--- src/rtl/mem_byte_streamer.sv ---
// mem_byte_streamer
//
// Purpose:
//   Walks a fixed word region of data memory through its secondary,
//   combinational read port and emits the words as a ready/valid byte
//   stream. Byte lane 0 (bits [7:0]) goes out first, matching the CPU's
//   load-byte lane mapping. The block also drives the memory's secondary
//   write port, which memory stores into word 510 on every clock. Software
//   polls that word with lw to see the streamer's status.
//
// Parameters:
//   BASE_WORD    first word index read (a word index, not a byte address)
//   NUM_WORDS    words per frame; at least 1, BASE_WORD+NUM_WORDS <= 510
//
// Ports:
//   i_clk         single clock, rising edge
//   i_rst         asynchronous active-high reset
//   i_start       begin a frame (only honoured in IDLE)
//   i_ext_status  external status bits mirrored into the mailbox
//   o_rd_addr     word index to memory Address1
//   i_rd_data     memory Read_data1 (combinational from o_rd_addr)
//   o_wr_mbox     registered mailbox word to memory Write_data1
//   o_byte_out    stream byte
//   o_byte_valid  o_byte_out is valid
//   i_byte_ready  sink accepts the byte this cycle
//   o_busy        high whenever the FSM is not IDLE
//   o_done        one-cycle pulse at frame end

module mem_byte_streamer #(
  parameter int BASE_WORD = 0,
  parameter int NUM_WORDS = 256
) (
  input  logic        i_clk,
  input  logic        i_rst,
  input  logic        i_start,
  input  logic [15:0] i_ext_status,
  output logic [31:0] o_rd_addr,
  input  logic [31:0] i_rd_data,
  output logic [31:0] o_wr_mbox,
  output logic [7:0]  o_byte_out,
  output logic        o_byte_valid,
  input  logic        i_byte_ready,
  output logic        o_busy,
  output logic        o_done
);

  typedef enum logic [1:0] {
    S_IDLE,
    S_FETCH,
    S_STREAM,
    S_DONE
  } state_t;

  localparam logic [8:0]  LAST_IDX  = 9'(NUM_WORDS - 1);
  localparam logic [31:0] BASE_ADDR = 32'(BASE_WORD);

  state_t      r_state;
  state_t      w_state_next;
  logic [8:0]  r_idx;
  logic [1:0]  r_lane;
  logic [31:0] r_word;
  logic [31:0] r_addr_hold;
  logic [7:0]  r_frame_count;
  logic        r_done_seen;
  logic [31:0] r_wr_mbox;
  logic [31:0] w_fetch_addr;

  // Word address presented to memory while fetching. The read port is
  // combinational, so the address must be live in the same cycle that
  // Read_data1 is captured.
  assign w_fetch_addr = BASE_ADDR + {23'b0, r_idx};

  // Current lane of the captured word. The word and lane registers only
  // change on a fetch or an accepted byte, so the byte stays stable while
  // the sink stalls.
  assign o_byte_out = r_word[{r_lane, 3'b000} +: 8];

  assign o_wr_mbox = r_wr_mbox;

  // State register. Reset drops straight back to IDLE, which abandons any
  // frame in flight without a done pulse.
  always_ff @(posedge i_clk or posedge i_rst) begin
    if (i_rst) begin
      r_state <= S_IDLE;
    end else begin
      r_state <= w_state_next;
    end
  end

  // Next-state and output decode. The address port shows the live fetch
  // address only in FETCH and otherwise repeats the last fetched address.
  // A frame ends on the accepted byte from lane 3 of the last word.
  always_comb begin
    w_state_next = r_state;
    o_rd_addr    = r_addr_hold;
    o_byte_valid = 1'b0;
    o_busy       = 1'b1;
    o_done       = 1'b0;
    case (r_state)
      S_IDLE: begin
        o_busy = 1'b0;
        if (i_start) begin
          w_state_next = S_FETCH;
        end
      end
      S_FETCH: begin
        o_rd_addr    = w_fetch_addr;
        w_state_next = S_STREAM;
      end
      S_STREAM: begin
        o_byte_valid = 1'b1;
        if (i_byte_ready && (r_lane == 2'd3)) begin
          w_state_next = (r_idx == LAST_IDX) ? S_DONE : S_FETCH;
        end
      end
      S_DONE: begin
        o_done       = 1'b1;
        w_state_next = S_IDLE;
      end
      default: begin
        w_state_next = S_IDLE;
      end
    endcase
  end

  // Datapath. The mailbox is refreshed every cycle from the current status
  // registers, so it trails the FSM by one clock. Memory then adds another
  // clock before the value lands in word 510. done_seen stays set after a
  // frame until software (via start) begins the next one. The word index
  // only advances once all four lanes of the current word are accepted.
  always_ff @(posedge i_clk or posedge i_rst) begin
    if (i_rst) begin
      r_idx         <= 9'd0;
      r_lane        <= 2'd0;
      r_word        <= 32'd0;
      r_addr_hold   <= BASE_ADDR;
      r_frame_count <= 8'd0;
      r_done_seen   <= 1'b0;
      r_wr_mbox     <= 32'd0;
    end else begin
      r_wr_mbox <= {i_ext_status, r_frame_count, 6'b0, r_done_seen, o_busy};
      case (r_state)
        S_IDLE: begin
          if (i_start) begin
            r_idx       <= 9'd0;
            r_done_seen <= 1'b0;
          end
        end
        S_FETCH: begin
          r_word      <= i_rd_data;
          r_lane      <= 2'd0;
          r_addr_hold <= w_fetch_addr;
        end
        S_STREAM: begin
          if (i_byte_ready) begin
            if (r_lane != 2'd3) begin
              r_lane <= r_lane + 2'd1;
            end else if (r_idx != LAST_IDX) begin
              r_idx <= r_idx + 9'd1;
            end
          end
        end
        S_DONE: begin
          r_frame_count <= r_frame_count + 8'd1;
          r_done_seen   <= 1'b1;
        end
        default: begin
        end
      endcase
    end
  end

endmodule

--- config.mk ---
export PLATFORM = sky130hd
export DESIGN_NAME = mem_byte_streamer
export DESIGN_NICKNAME = d
export VERILOG_FILES = /design/src/rtl/mem_byte_streamer.sv
export SDC_FILE = /design/constraint.sdc
export NUM_CORES = 1
export LEC_CHECK = 0
export ABC_AREA = 1
export BUFFER_PORTS_ARGS = -buffer_cell sky130_fd_sc_hd__buf_4
export CAP_MARGIN = 10
export CORE_MARGIN = 4
export CORE_UTILIZATION = 46
export DETAILED_ROUTE_END_ITERATION = 12
export PLACE_DENSITY_LB_ADDON = 0.08
export SLEW_MARGIN = 15
export SYNTH_ARGS = -nofsm -noshare
export SYNTH_HDL_FRONTEND = slang
export SYNTH_SLANG_ARGS = --single-unit
--- constraint.sdc ---
create_clock -name i_clk -period 9 [get_ports i_clk]
set_input_delay 1.35 -clock i_clk [delete_from_list [all_inputs] [get_ports i_clk]]
set_output_delay 1.35 -clock i_clk [all_outputs]
set_load 0.005 [all_outputs]
==> metrics list <==
- Status: complete, no violations
* Setup repair after global routing missed its margin: no
- The initial utilization of the core area, before any placement, comes to 0.472.
- The share of total power dissipated in combinational logic is 0.316.
- Full die area: 11,100 µm²
- Buffers inserted during clock tree synthesis total 9.
* Wirelength per Cell: 12.9 µm
* Power per unit of standard cell area: 260 nW/µm²
- Placed cells: 697
- Number of distinct library cells after synthesis: 24
- Clock network power share: 0.195
- Last weighted congestion value of the routability-driven placer: 0.792
- For the finished layout, the period the worst path requires is 3.89 ns.
- Std cell rows: 35
* Register bit total from synthesis: 112
- Buffers and inverters on the worst path: 4
- Final hold analysis gives a worst-case slack of 0.396 ns.
- The region available for standard cell placement spans 9240 µm².
* Die X: 105 µm
* Number of antenna cells inserted: 0
* DRC errors left: 0
- Overall power of the completed layout: 1.43 mW
- In this run the static leakage power is 2.88 nW.
- For this block, the routed nets add up to 9.22 mm of wire.
* Number of standard cells in the layout, taps in and fillers out: 713
- Of the total power, registers draw 0.489.
- The worst setup path is captured at a primary output.
- Worst path cell trace: inv_2 -> nor2_4 -> buf_4 -> inv_2 -> o21ai_0 -> buf_4
* Vias: 3,279
* Stages on worst setup path: 6
* Synth Cell Area: 4360 µm²
- Data arrival, critical path: 2.54 ns
- After legalization and detailed placement, the total HPWL measured 6.57 mm.
* Skew-Pair Late Insertion Delay: 0.36 ns
- From bottom edge to top edge, the die measures 105 µm.
- The worst setup path is launched from a register.
- Clock buffer depth: 2
* Worst slew margin relative to its limit: 0.451
- At the pin with the least slew margin, the transition time is 0.824 ns.
- Net switching power: 0.512 mW
- CTS built an H-tree with a depth of 3.
* WP data required: 7.65 ns
* Count of pins over their slew limit: 0
* Post-cts repair resize count: 0
* Share of total power consumed by net switching: 0.357
- Number of I/O port buffers: 120
* Final Hold Violating Endpoints: 0
- IR analysis of the VDD net gives a maximum drop of 0.000154 V.
- Number of ports placed on the die boundary: 127
* Antenna violations before repair: 0
- Cell internal power was estimated by the tool at 0.922 mW.
- Number of clock sinks: 112
- Final clock period utilization by the worst path: 0.432
- Post-cts hold buffer count: 0
- For the final database, setup skew stands at 0.0109 ns.
- Timing would allow up to 257 MHz.
* Cells on worst reg2reg path: 5
- Setup violations remaining at the end of the flow were counted as 0.
- After synthesis, the mean cell area works out to 9.42 µm².
- The total overflow left after global routing is 0.
- During synthesis, Yosys emitted a total of 0 warnings.
- For this block, the initial DRC count from the detailed router was 119.
* Kind of cell adding the most delay to the critical path: buffers and inverters
- Setup total negative slack on the finished layout was measured at 0 ns.
* Drt pass-1 iters: 4
- Worst-path cell with the longest stage delay: inv_2
- Max-capacitance violation count: 0
* Vias in the first global route: 3,205
* Maximum number of pins on one net before global-route repair: 63
- The tree is rooted in a clkbuf_8.
* Post-layout nets: 635
- Proportion of layout cells with a drive suffix above 1: 0.250
- Relative to the synthesized area, the layout overhead comes to 26.2%.
* Post-CTS setup repair buffer count: 0
* Critical path class: reg -> out
- Antenna viol nets, final: 0
- Worst-path fanout max: 56
- Combined global-route utilization of all metal layers: 0.171
- In the routed layout, each cell is associated on average with a via count of 4.60.
- Sequential share of the synthesized area: 0.643
* Clock-pin slew of the registers on the worst-case setup and hold paths: 0.09 ns
* Clock tree from TritonCTS: done
* Hold WC Path Type: reg -> reg
- In the synthesized netlist, the number of instances is 463.
* Slowest stage delay, CP: 0.48 ns
- The first global-routing pass estimated 15.5 mm of wire.
* Cells on Worst Hold Path: 0
==> power groups by stage <==
stage	clock network (mW)	logic, mW	registers, mW
global placement	0	0.449	0.708
finish	0.280	0.453	0.702
CTS	0.290	0.464	0.702
detailed placement	0	0.463	0.710
floorplan	0	0.312	0.681
global route	0.309	0.523	0.716
==> logic make-up (layout without fill, tap and decap cells) <==
logic type / after synthesis / count (layout) / share of synthesized area
other: 1 / 6 / 0.000860
buffers and inverters: 73 / 189 / 0.0774
XOR/XNOR: 4 / 4 / 0.00803
flip-flops: 112 / 112 / 0.643
AND/OR/NAND/NOR: 222 / 222 / 0.203
AO/OA/AOI/OAI: 47 / 47 / 0.0568
adder cells (fa/ha/maj): 4 / 4 / 0.0115
==> placed cells by master (no fill, tap or decap) <==
cell	count
buf_4	122
clkbuf_1	2
clkbuf_8	11
clkinv_4	3
conb_1	6
dfrtp_1	112
ha_1	4
inv_1	46
inv_2	4
inv_4	1
nand2_1	146
nand3_1	17
nand3_2	1
nand3b_1	1
nand4_1	2
nor2_1	49
nor2_2	2
nor2_4	2
nor3_1	2
o21ai_0	33
o21ai_1	5
o21bai_1	1
o22ai_1	8
xor2_1	4
==> path summary, 6_finish.rpt <==
check,startpoint,end,slack [ns]
max in group asynchronous,i_rst,r_idx[0],6.70
min in group asynchronous,i_rst,o_wr_mbox[25],1.07
hold / removal,r_done_seen,o_wr_mbox[1],0.40
setup reg to reg,r_state[0],r_addr_hold[1],6.87
setup / recovery,r_state[0],o_rd_addr[1],5.11
hold reg to reg,r_done_seen,o_wr_mbox[1],0.40
==> per-layer routing <==
layer  part of all wire  vias up  wire length [µm]  global-route usage
met1               0.46     1539              4250               0.240
li1                   -     1643                 -                   -
met2               0.47       91              4290               0.267
met5                  0        -                 0                   0
met3              0.066        6               611              0.0404
met4             0.0075        0                69              0.0506
==> state kept, by name, indices dropped and copies added, names as in the netlist <==
name and flops:
r_addr_hold 32, r_word 32, o_wr_mbox 26, r_idx 9
r_frame_count 8, r_lane 2, r_state 2, r_done_seen 1
==> area by class of cell <==
type	instances	area, µm²
Multi-Input combinational cell	283	1250
Clock buffer	13	159
Clock inverter	3	26.3
Sequential cell	112	2800
Inverter	51	194
Fill cell	823	3730
Tap cell	129	161
Timing Repair Buffer	122	916
==> cell usage after synthesis <==
cell      number  area [µm²]
buf_4          9        67.6
o22ai_1        8        50.1
xor2_1         4        35.0
nand3b_1       1        7.51
o21ai_1        5        25.0
buf_6          3        33.8
nor2_1        50         188
conb_1         1        3.75
o21ai_0       33         165
o21bai_1       1        7.51
nor2_4         1        11.3
nand4_1        2        12.5
clkbuf_1       3        11.3
ha_1           4        50.1
inv_2          4        15.0
buf_1          1        3.75
nand3_1       17        85.1
inv_1         47         176
nand2_1      146         548
nor3_1         2        10.0
dfrtp_1      112        2800
nand3_2        1        10.0
nor2_2         2        12.5
buf_2          6        30.0
==> metrics by stage <==
stage                util  cell area (µm²)  worst slack [ns]
CTS                 0.596             5510              5.06
global placement    0.576             5320              5.64
global route        0.596             5510              4.89
detailed placement  0.576             5320              5.47
floorplan               -             4380              4.69
finish              0.596             5510              5.11
(Power assumes the default switching activity.)
